## config.mk

```make
export PLATFORM = sky130hd
export DESIGN_NAME = inv_sub_bytes_seq_flat
export DESIGN_NICKNAME = d
export VERILOG_FILES = /design/src/rtl/inv_sub_bytes_seq_pkg.sv /design/src/rtl/inv_sub_bytes_seq_if.sv /design/src/rtl/GF_MULINV_8.sv /design/src/rtl/inv_sbox_byte.sv /design/src/rtl/inv_sub_bytes_seq.sv /design/src/flat_wrapper.sv
export SDC_FILE = /design/constraint.sdc
export NUM_CORES = 2
export LEC_CHECK = 0
export BUFFER_PORTS_ARGS = -buffer_cell sky130_fd_sc_hd__buf_2
export CORE_ASPECT_RATIO = 0.75
export CORE_MARGIN = 3
export CORE_UTILIZATION = 30
export CTS_CLUSTER_DIAMETER = 60
export CTS_CLUSTER_SIZE = 14
export DETAILED_ROUTE_END_ITERATION = 10
export HOLD_SLACK_MARGIN = 0.1
export MAX_ROUTING_LAYER = met4
export PLACE_DENSITY = 0.41
export SETUP_SLACK_MARGIN = 0.4
export SLEW_MARGIN = 30
export SYNTH_ARGS = -nofsm -noshare
export SYNTH_HDL_FRONTEND = slang
export SYNTH_SLANG_ARGS = --single-unit
```

## constraint.sdc

```tcl
create_clock -name clk -period 19.32 [get_ports clk]
set_input_delay 3.864 -clock clk [delete_from_list [all_inputs] [get_ports clk]]
set_output_delay 3.864 -clock clk [all_outputs]
set_load 0.02 [all_outputs]
```

## src/rtl/inv_sub_bytes_seq_pkg.sv

```systemverilog
// Shared AES byte-path definitions: affine constants, forward/inverse affine
// transforms and the legacy-compatible FSM state encoding.
package inv_sub_bytes_seq_pkg;

  typedef logic [7:0]   aes_byte_t;
  typedef logic [127:0] aes_state_t;

  localparam aes_byte_t AES_AFFINE_C     = 8'h63;
  localparam aes_byte_t AES_INV_AFFINE_C = 8'h05;

  localparam logic [1:0] ST_IDLE = 2'd0;
  localparam logic [1:0] ST_BUSY = 2'd1;
  localparam logic [1:0] ST_DONE = 2'd2;

  // Forward SubBytes affine, applied after the field inverse.
  function automatic aes_byte_t mat_at(input aes_byte_t b);
    aes_byte_t s;
    for (int unsigned i = 0; i < 8; i++) begin
      s[i] = b[i] ^ b[3'(i + 4)] ^ b[3'(i + 5)] ^ b[3'(i + 6)] ^ b[3'(i + 7)]
             ^ AES_AFFINE_C[i];
    end
    return s;
  endfunction

  // Inverse affine, applied before the field inverse.
  function automatic aes_byte_t inv_affine(input aes_byte_t b);
    aes_byte_t t;
    for (int unsigned i = 0; i < 8; i++) begin
      t[i] = b[3'(i + 2)] ^ b[3'(i + 5)] ^ b[3'(i + 7)] ^ AES_INV_AFFINE_C[i];
    end
    return t;
  endfunction

endpackage

```

## src/rtl/inv_sub_bytes_seq_if.sv

```systemverilog
// Valid/ready handshake bundle for the InvSubBytes engine: state in, result out.
interface inv_sub_bytes_seq_if;
  import inv_sub_bytes_seq_pkg::*;

  logic       in_valid;
  logic       in_ready;
  aes_state_t in_state;
  logic       out_valid;
  logic       out_ready;
  aes_state_t out_state;

  modport master (
    output in_valid, in_state, out_ready,
    input  in_ready, out_valid, out_state
  );

  modport slave (
    input  in_valid, in_state, out_ready,
    output in_ready, out_valid, out_state
  );
endinterface

```

## src/rtl/GF_MULINV_8.sv

```systemverilog
// Combinational GF(2^8) multiplicative inverse (AES polynomial 0x11B), 0 -> 0.
module GF_MULINV_8 (
  input  logic [7:0] x,
  output logic [7:0] y
);

  function automatic logic [7:0] gf_mul(input logic [7:0] a, input logic [7:0] b);
    logic [7:0] p;
    logic [7:0] aa;
    p  = '0;
    aa = a;
    for (int unsigned i = 0; i < 8; i++) begin
      if (b[i]) p = p ^ aa;
      aa = {aa[6:0], 1'b0} ^ (aa[7] ? 8'h1b : 8'h00);
    end
    return p;
  endfunction

  logic [7:0] sq;
  logic [7:0] acc;

  // x^254 = x^2 * x^4 * ... * x^128, which also yields 0 for x = 0.
  always_comb begin
    sq  = x;
    acc = 8'h01;
    for (int unsigned i = 0; i < 7; i++) begin
      sq  = gf_mul(sq, sq);
      acc = gf_mul(acc, sq);
    end
    y = acc;
  end

endmodule

```

## src/rtl/inv_sbox_byte.sv

```systemverilog
// One InvSubBytes lane: inverse affine followed by the field inverse, no state.
module inv_sbox_byte
  import inv_sub_bytes_seq_pkg::*;
(
  input  aes_byte_t b_i,
  output aes_byte_t s_o
);

  aes_byte_t t;

  assign t = inv_affine(b_i);

  GF_MULINV_8 u_inv (
    .x (t),
    .y (s_o)
  );

endmodule

```

## src/rtl/inv_sub_bytes_seq.sv

```systemverilog
// Byte-serial AES InvSubBytes: LANES bytes substituted in place per clock,
// result held in the working register until the consumer takes it.
module inv_sub_bytes_seq #(
  parameter int unsigned LANES = 4
) (
  input  logic                clk,
  input  logic                rst,
  inv_sub_bytes_seq_if.slave  bus,
  output logic                busy
);
  import inv_sub_bytes_seq_pkg::*;

  localparam int unsigned N  = 16 / LANES;
  localparam int unsigned CW = (N > 1) ? $clog2(N) : 1;
  localparam int unsigned GW = 8 * LANES;

  if (!(LANES == 1 || LANES == 2 || LANES == 4 || LANES == 8 || LANES == 16)) begin : g_bad_lanes
    $error("inv_sub_bytes_seq: LANES must be 1, 2, 4, 8 or 16");
  end

  logic [1:0]    state_q, state_d;
  logic [CW-1:0] cnt_q, cnt_d;
  aes_state_t    work_q, work_d;

  logic [6:0]    base;
  logic [GW-1:0] grp_in;
  logic [GW-1:0] grp_out;

  assign base   = 7'(cnt_q * GW);
  assign grp_in = work_q[base +: GW];

  for (genvar l = 0; l < int'(LANES); l++) begin : g_lane
    inv_sbox_byte u_lane (
      .b_i (grp_in[8*l +: 8]),
      .s_o (grp_out[8*l +: 8])
    );
  end

  always_comb begin
    state_d = state_q;
    cnt_d   = cnt_q;
    work_d  = work_q;
    case (state_q)
      ST_IDLE: begin
        if (bus.in_valid) begin
          work_d  = bus.in_state;
          cnt_d   = '0;
          state_d = ST_BUSY;
        end
      end
      ST_BUSY: begin
        work_d[base +: GW] = grp_out;
        if (cnt_q == CW'(N - 1)) begin
          cnt_d   = '0;
          state_d = ST_DONE;
        end else begin
          cnt_d = cnt_q + 1'b1;
        end
      end
      ST_DONE: begin
        if (bus.out_ready) state_d = ST_IDLE;
      end
      default: state_d = ST_IDLE;
    endcase
  end

  always_ff @(posedge clk or posedge rst) begin
    if (rst) begin
      state_q <= ST_IDLE;
      cnt_q   <= '0;
      work_q  <= '0;
    end else begin
      state_q <= state_d;
      cnt_q   <= cnt_d;
      work_q  <= work_d;
    end
  end

  assign bus.in_ready  = (state_q == ST_IDLE);
  assign bus.out_valid = (state_q == ST_DONE);
  assign bus.out_state = work_q;
  assign busy          = (state_q == ST_BUSY);

endmodule

```

## src/flat_wrapper.sv

```systemverilog
// flat-port wrapper written by rule: the top's interface ports become plain ports
module inv_sub_bytes_seq_flat import inv_sub_bytes_seq_pkg::*;
#(
  parameter int unsigned LANES = 4
)
  (clk, rst, busy, bus_in_valid, bus_in_state, bus_out_ready, bus_in_ready, bus_out_valid, bus_out_state);
  inv_sub_bytes_seq_if bus_i ();
  input  logic clk;
  input  logic rst;
  output logic busy;
  input wire logic [$bits(bus_i.in_valid)-1:0] bus_in_valid;
  input wire logic [$bits(bus_i.in_state)-1:0] bus_in_state;
  input wire logic [$bits(bus_i.out_ready)-1:0] bus_out_ready;
  output wire logic [$bits(bus_i.in_ready)-1:0] bus_in_ready;
  output wire logic [$bits(bus_i.out_valid)-1:0] bus_out_valid;
  output wire logic [$bits(bus_i.out_state)-1:0] bus_out_state;
  assign bus_i.in_valid = bus_in_valid;
  assign bus_i.in_state = bus_in_state;
  assign bus_i.out_ready = bus_out_ready;
  assign bus_in_ready = bus_i.in_ready;
  assign bus_out_valid = bus_i.out_valid;
  assign bus_out_state = bus_i.out_state;
  inv_sub_bytes_seq #(.LANES(LANES)) u_core (.clk(clk), .rst(rst), .bus(bus_i), .busy(busy));
endmodule
```

==> flow_summary.json <==
{
  "globalRouteTotalUtil_pct": 21.35,
  "grt_pass1_wl_um": 380300,
  "yosysTopAreaCellShare_pct": 22.37,
  "synth_top_family_by_area": "XOR/XNOR gates",
  "whs_endpoint": "u_core.bus.out_state[23]$_DFFE_PP0P_",
  "clk_path_buf_depth": 2,
  "hold_violations": 0,
  "start_kind": "flop",
  "cts_root_buf": "clkbuf_16",
  "start_util_pct": 30.30,
  "worstMarginPinSlew_ns": 0.9648,
  "antenna_found_initial": 11,
  "ys_seq_area_share_pct": 4.934,
  "die_y_um": 415.1,
  "fin_skew_ns": 0.03308,
  "worstPathRequired_ns": 19.76,
  "synthAdderAreaFrac_pct": 0.7327,
  "syn_to_final_growth_pct": 11.41,
  "htreeDepth": 4,
  "synthSimpleGateAreaFrac_pct": 20.52,
  "rsz0062_at_grt": "no",
  "die_w_um": 551.5,
  "core_sq_um": 220900,
  "clk_latency_ns": 0.54,
  "vias": 64510,
  "synth-compound-area-share_pct": 18.67,
  "fin_crit_ns": 17.84,
  "syn_nets": 9189,
  "r2r_cells": 60,
  "endpoint_kind": "flop",
  "yosysWarnings": 0,
  "crit_top_cell": "xnor2_1",
  "ioPinCount": 263,
  "syn_inst": 9025,
  "tritoncts": "yes",
  "grt_max_degree": 80,
  "cts.sinks": 132,
  "drtAntennaViolNets": 0,
  "ys.flop_type": "dfrtp_1",
  "gp_congestion": 0.8710,
  "r2r_end": "u_core.bus.out_state[122]$_DFFE_PP0P_",
  "clkTransAtPathRegs_ns": 0.10,
  "cap_violations": 0,
  "die_area_sq_um": 228900,
  "slowest_stage": "mux4_2",
  "ys_types": 123,
  "viasPerCell": 5.337,
  "wl_um": 249200,
  "r2r_setup_slack_ns": 1.48,
  "layout-drive-gt1-share_pct": 14.52,
  "drc": 0,
  "ff_latch_area_sq_um": 3308,
  "synth_xor_area_share_pct": 44.35,
  "reg2reg_from": "u_core.cnt_q[0]$_DFFE_PP0P_",
  "final.period_utilization_pct": 92.35,
  "setup_viol": 0,
  "multiInputGateArea_sq_um": 61630,
  "dr.pass1.iters": 6,
  "status": "finished clean",
  "synth-seq-cells": 132,
  "nets": 9285,
  "synth.area.mux_share_pct": 5.381,
  "io_buffers": 262,
  "grt_pass1_vias": 60270,
  "max_freq_mhz": 56.05,
  "dp_hpwl_um": 184300,
  "drt-initial-drc-count": 5499,
  "crit_type": "flop to flop",
  "synth_area_leader_cell": "xnor2_1",
  "crit_fanout": 15,
  "hold_start": "u_core.bus.out_state[23]$_DFFE_PP0P_",
  "synthArstFlopShare_pct": 100.0,
  "n_fill_cell": 23500,
  "numCtsBuffers": 17,
  "synth_edf_count": 0,
  "hold_path.class": "flop to flop",
  "postSynthAreaPerCell_sq_um": 7.418,
  "worstPathArrival_ns": 18.28,
  "setup-tns-final_ns": 0,
  "hold_path_depth": 2,
  "cp_slowest_stage_delay_ns": 0.68,
  "drv_slew": 0,
  "wl_per_cell_um": 20.62,
  "relSlewSlack_pct": 35.68,
  "synth_area_sq_um": 66940,
  "gr-total-overflow": 0,
  "synthTopCellsByArea": "xnor2_1 (22%), xnor3_1 (7.6%), nor2_1 (7.5%)",
  "num_rows": 149
}
-- Yosys cell counts (132+ instances only) --
cell      number
buf_2        142
nand3_1      206
xnor2_1     1710
nor3_1       222
o21ai_0      338
clkbuf_1     369
dfrtp_1      132
nand2_1      904
xnor3_1      226
a21oi_1      494
mux2i_1      219
nor2_1      1344
xor2_1       470
xnor2_2      132
-- area by class of cell --
type,count,area share (%)
antenna,9,0.03020
clock buffer,17,0.5704
multi-input combinational,8114,82.63
inverter,140,0.7147
timing repair buffer,716,6.488
tap,2944,4.939
sequential,132,4.436
clock inverter,15,0.1879
-- cell usage in the layout (no fill, tap or decap), drive strengths merged, types with 25 or more instances in the layout --
master / count
and2: 64
nor2: 1350
o22ai: 119
a21oi: 498
mux2i: 220
a31oi: 57
o31ai: 37
nand2: 905
nor4: 26
o21ai: 457
a2bb2oi: 31
nor2b: 60
a32oi: 26
o211ai: 86
a21o: 32
or2: 28
nand3: 206
o221ai: 50
or3: 51
buf: 716
xnor2: 1878
xor2: 529
nor3b: 27
mux2: 48
xnor3: 244
inv: 132
o21a: 36
a22oi: 84
a211oi: 84
nor3: 222
ha: 32
mux4: 42
dfrtp: 132
xor3: 40
a221oi: 27
nand2b: 78
and3: 60
nand4: 30
o32ai: 25
-- per-layer routing --
| layer | part of all wire (%) | up-vias | GRT usage, % |
|---|---|---|---|
| li1 | - | 31320 | - |
| met1 | 51 | 31340 | 32.45 |
| met2 | 42 | 1716 | 30.40 |
| met3 | 4.9 | 133 | 1.695 |
| met4 | 1.8 | 0 | 4.334 |
| met5 | 0 | - | - |
-- state kept, by name (all words and copies together), names as in the netlist --
name and flops:
u_core.cnt_q 2, u_core.bus.out_state 128, u_core.state_q 2
-- how the worst max path moves through the flow --
stage                                     start                                    end  slack [ns]
floorplan           u_core.cnt_q[0]$_DFFE_PP0P_   u_core.bus.out_state[56]$_DFFE_PP0P_        2.82
global placement    u_core.cnt_q[0]$_DFFE_PP0P_   u_core.bus.out_state[47]$_DFFE_PP0P_       -0.29
detailed placement  u_core.cnt_q[0]$_DFFE_PP0P_   u_core.bus.out_state[79]$_DFFE_PP0P_       -0.33
CTS                 u_core.cnt_q[0]$_DFFE_PP0P_   u_core.bus.out_state[79]$_DFFE_PP0P_        0.40
global route        u_core.cnt_q[1]$_DFFE_PP0P_  u_core.bus.out_state[111]$_DFFE_PP0P_        0.40
finish              u_core.cnt_q[0]$_DFFE_PP0P_  u_core.bus.out_state[122]$_DFFE_PP0P_        1.48
-- through the flow --
stage	std cells	worst slack, ns	hold WS [ns]	util, %	instance area, sq um
4_1_cts	12020	0.3983	0.5175	33.22	73380
3_3_place_gp	11990	-0.2947	0.4896	32.86	72590
6_report	12090	1.478	0.5145	33.76	74580
5_1_grt	12090	0.3975	0.5405	33.76	74570
2_1_floorplan	9025	2.822	0.5949	-	66940
3_5_place_dp	11990	-0.3310	0.5003	32.92	72730
-- logic make-up (layout without fill, tap and decap cells) --
logic type	after synthesis	after routing
and+or+nand+nor	3158	3158
xor gates and xnor gates	2688	2691
AOI/OAI and AO/OA	1914	1914
buffers and inverters	786	888
muxes	306	310
DFF	132	132
adders and majority gates	41	41
other	0	9
-- worst max-delay path: cells and delay by family (launching register included) --
family                   cells  cell delay (ns)
AO/OA/AOI/OAI                9             2.01
XOR/XNOR                    35            11.35
adder cells (fa/ha/maj)      3             1.14
buffers and inverters        7             1.25
flip-flops                   1             0.51
multiplexers                 1             0.68
AND/OR/NAND/NOR              5             0.69
-- what timing repair did --
action / 4_1_cts / 5_1_grt
setup endpoints to repair: 42 / 128
pin swaps: 0 / 15
endpoints found under the hold margin: 0 / 0
resized for setup: 7 / 68
hold buffers: 0 / 0
buffers inserted: 1 / 47
gates cloned: 0 / 7
Power is not shown: default switching activity piles up to over one toggle a cycle in this logic, so the estimate is an artifact.
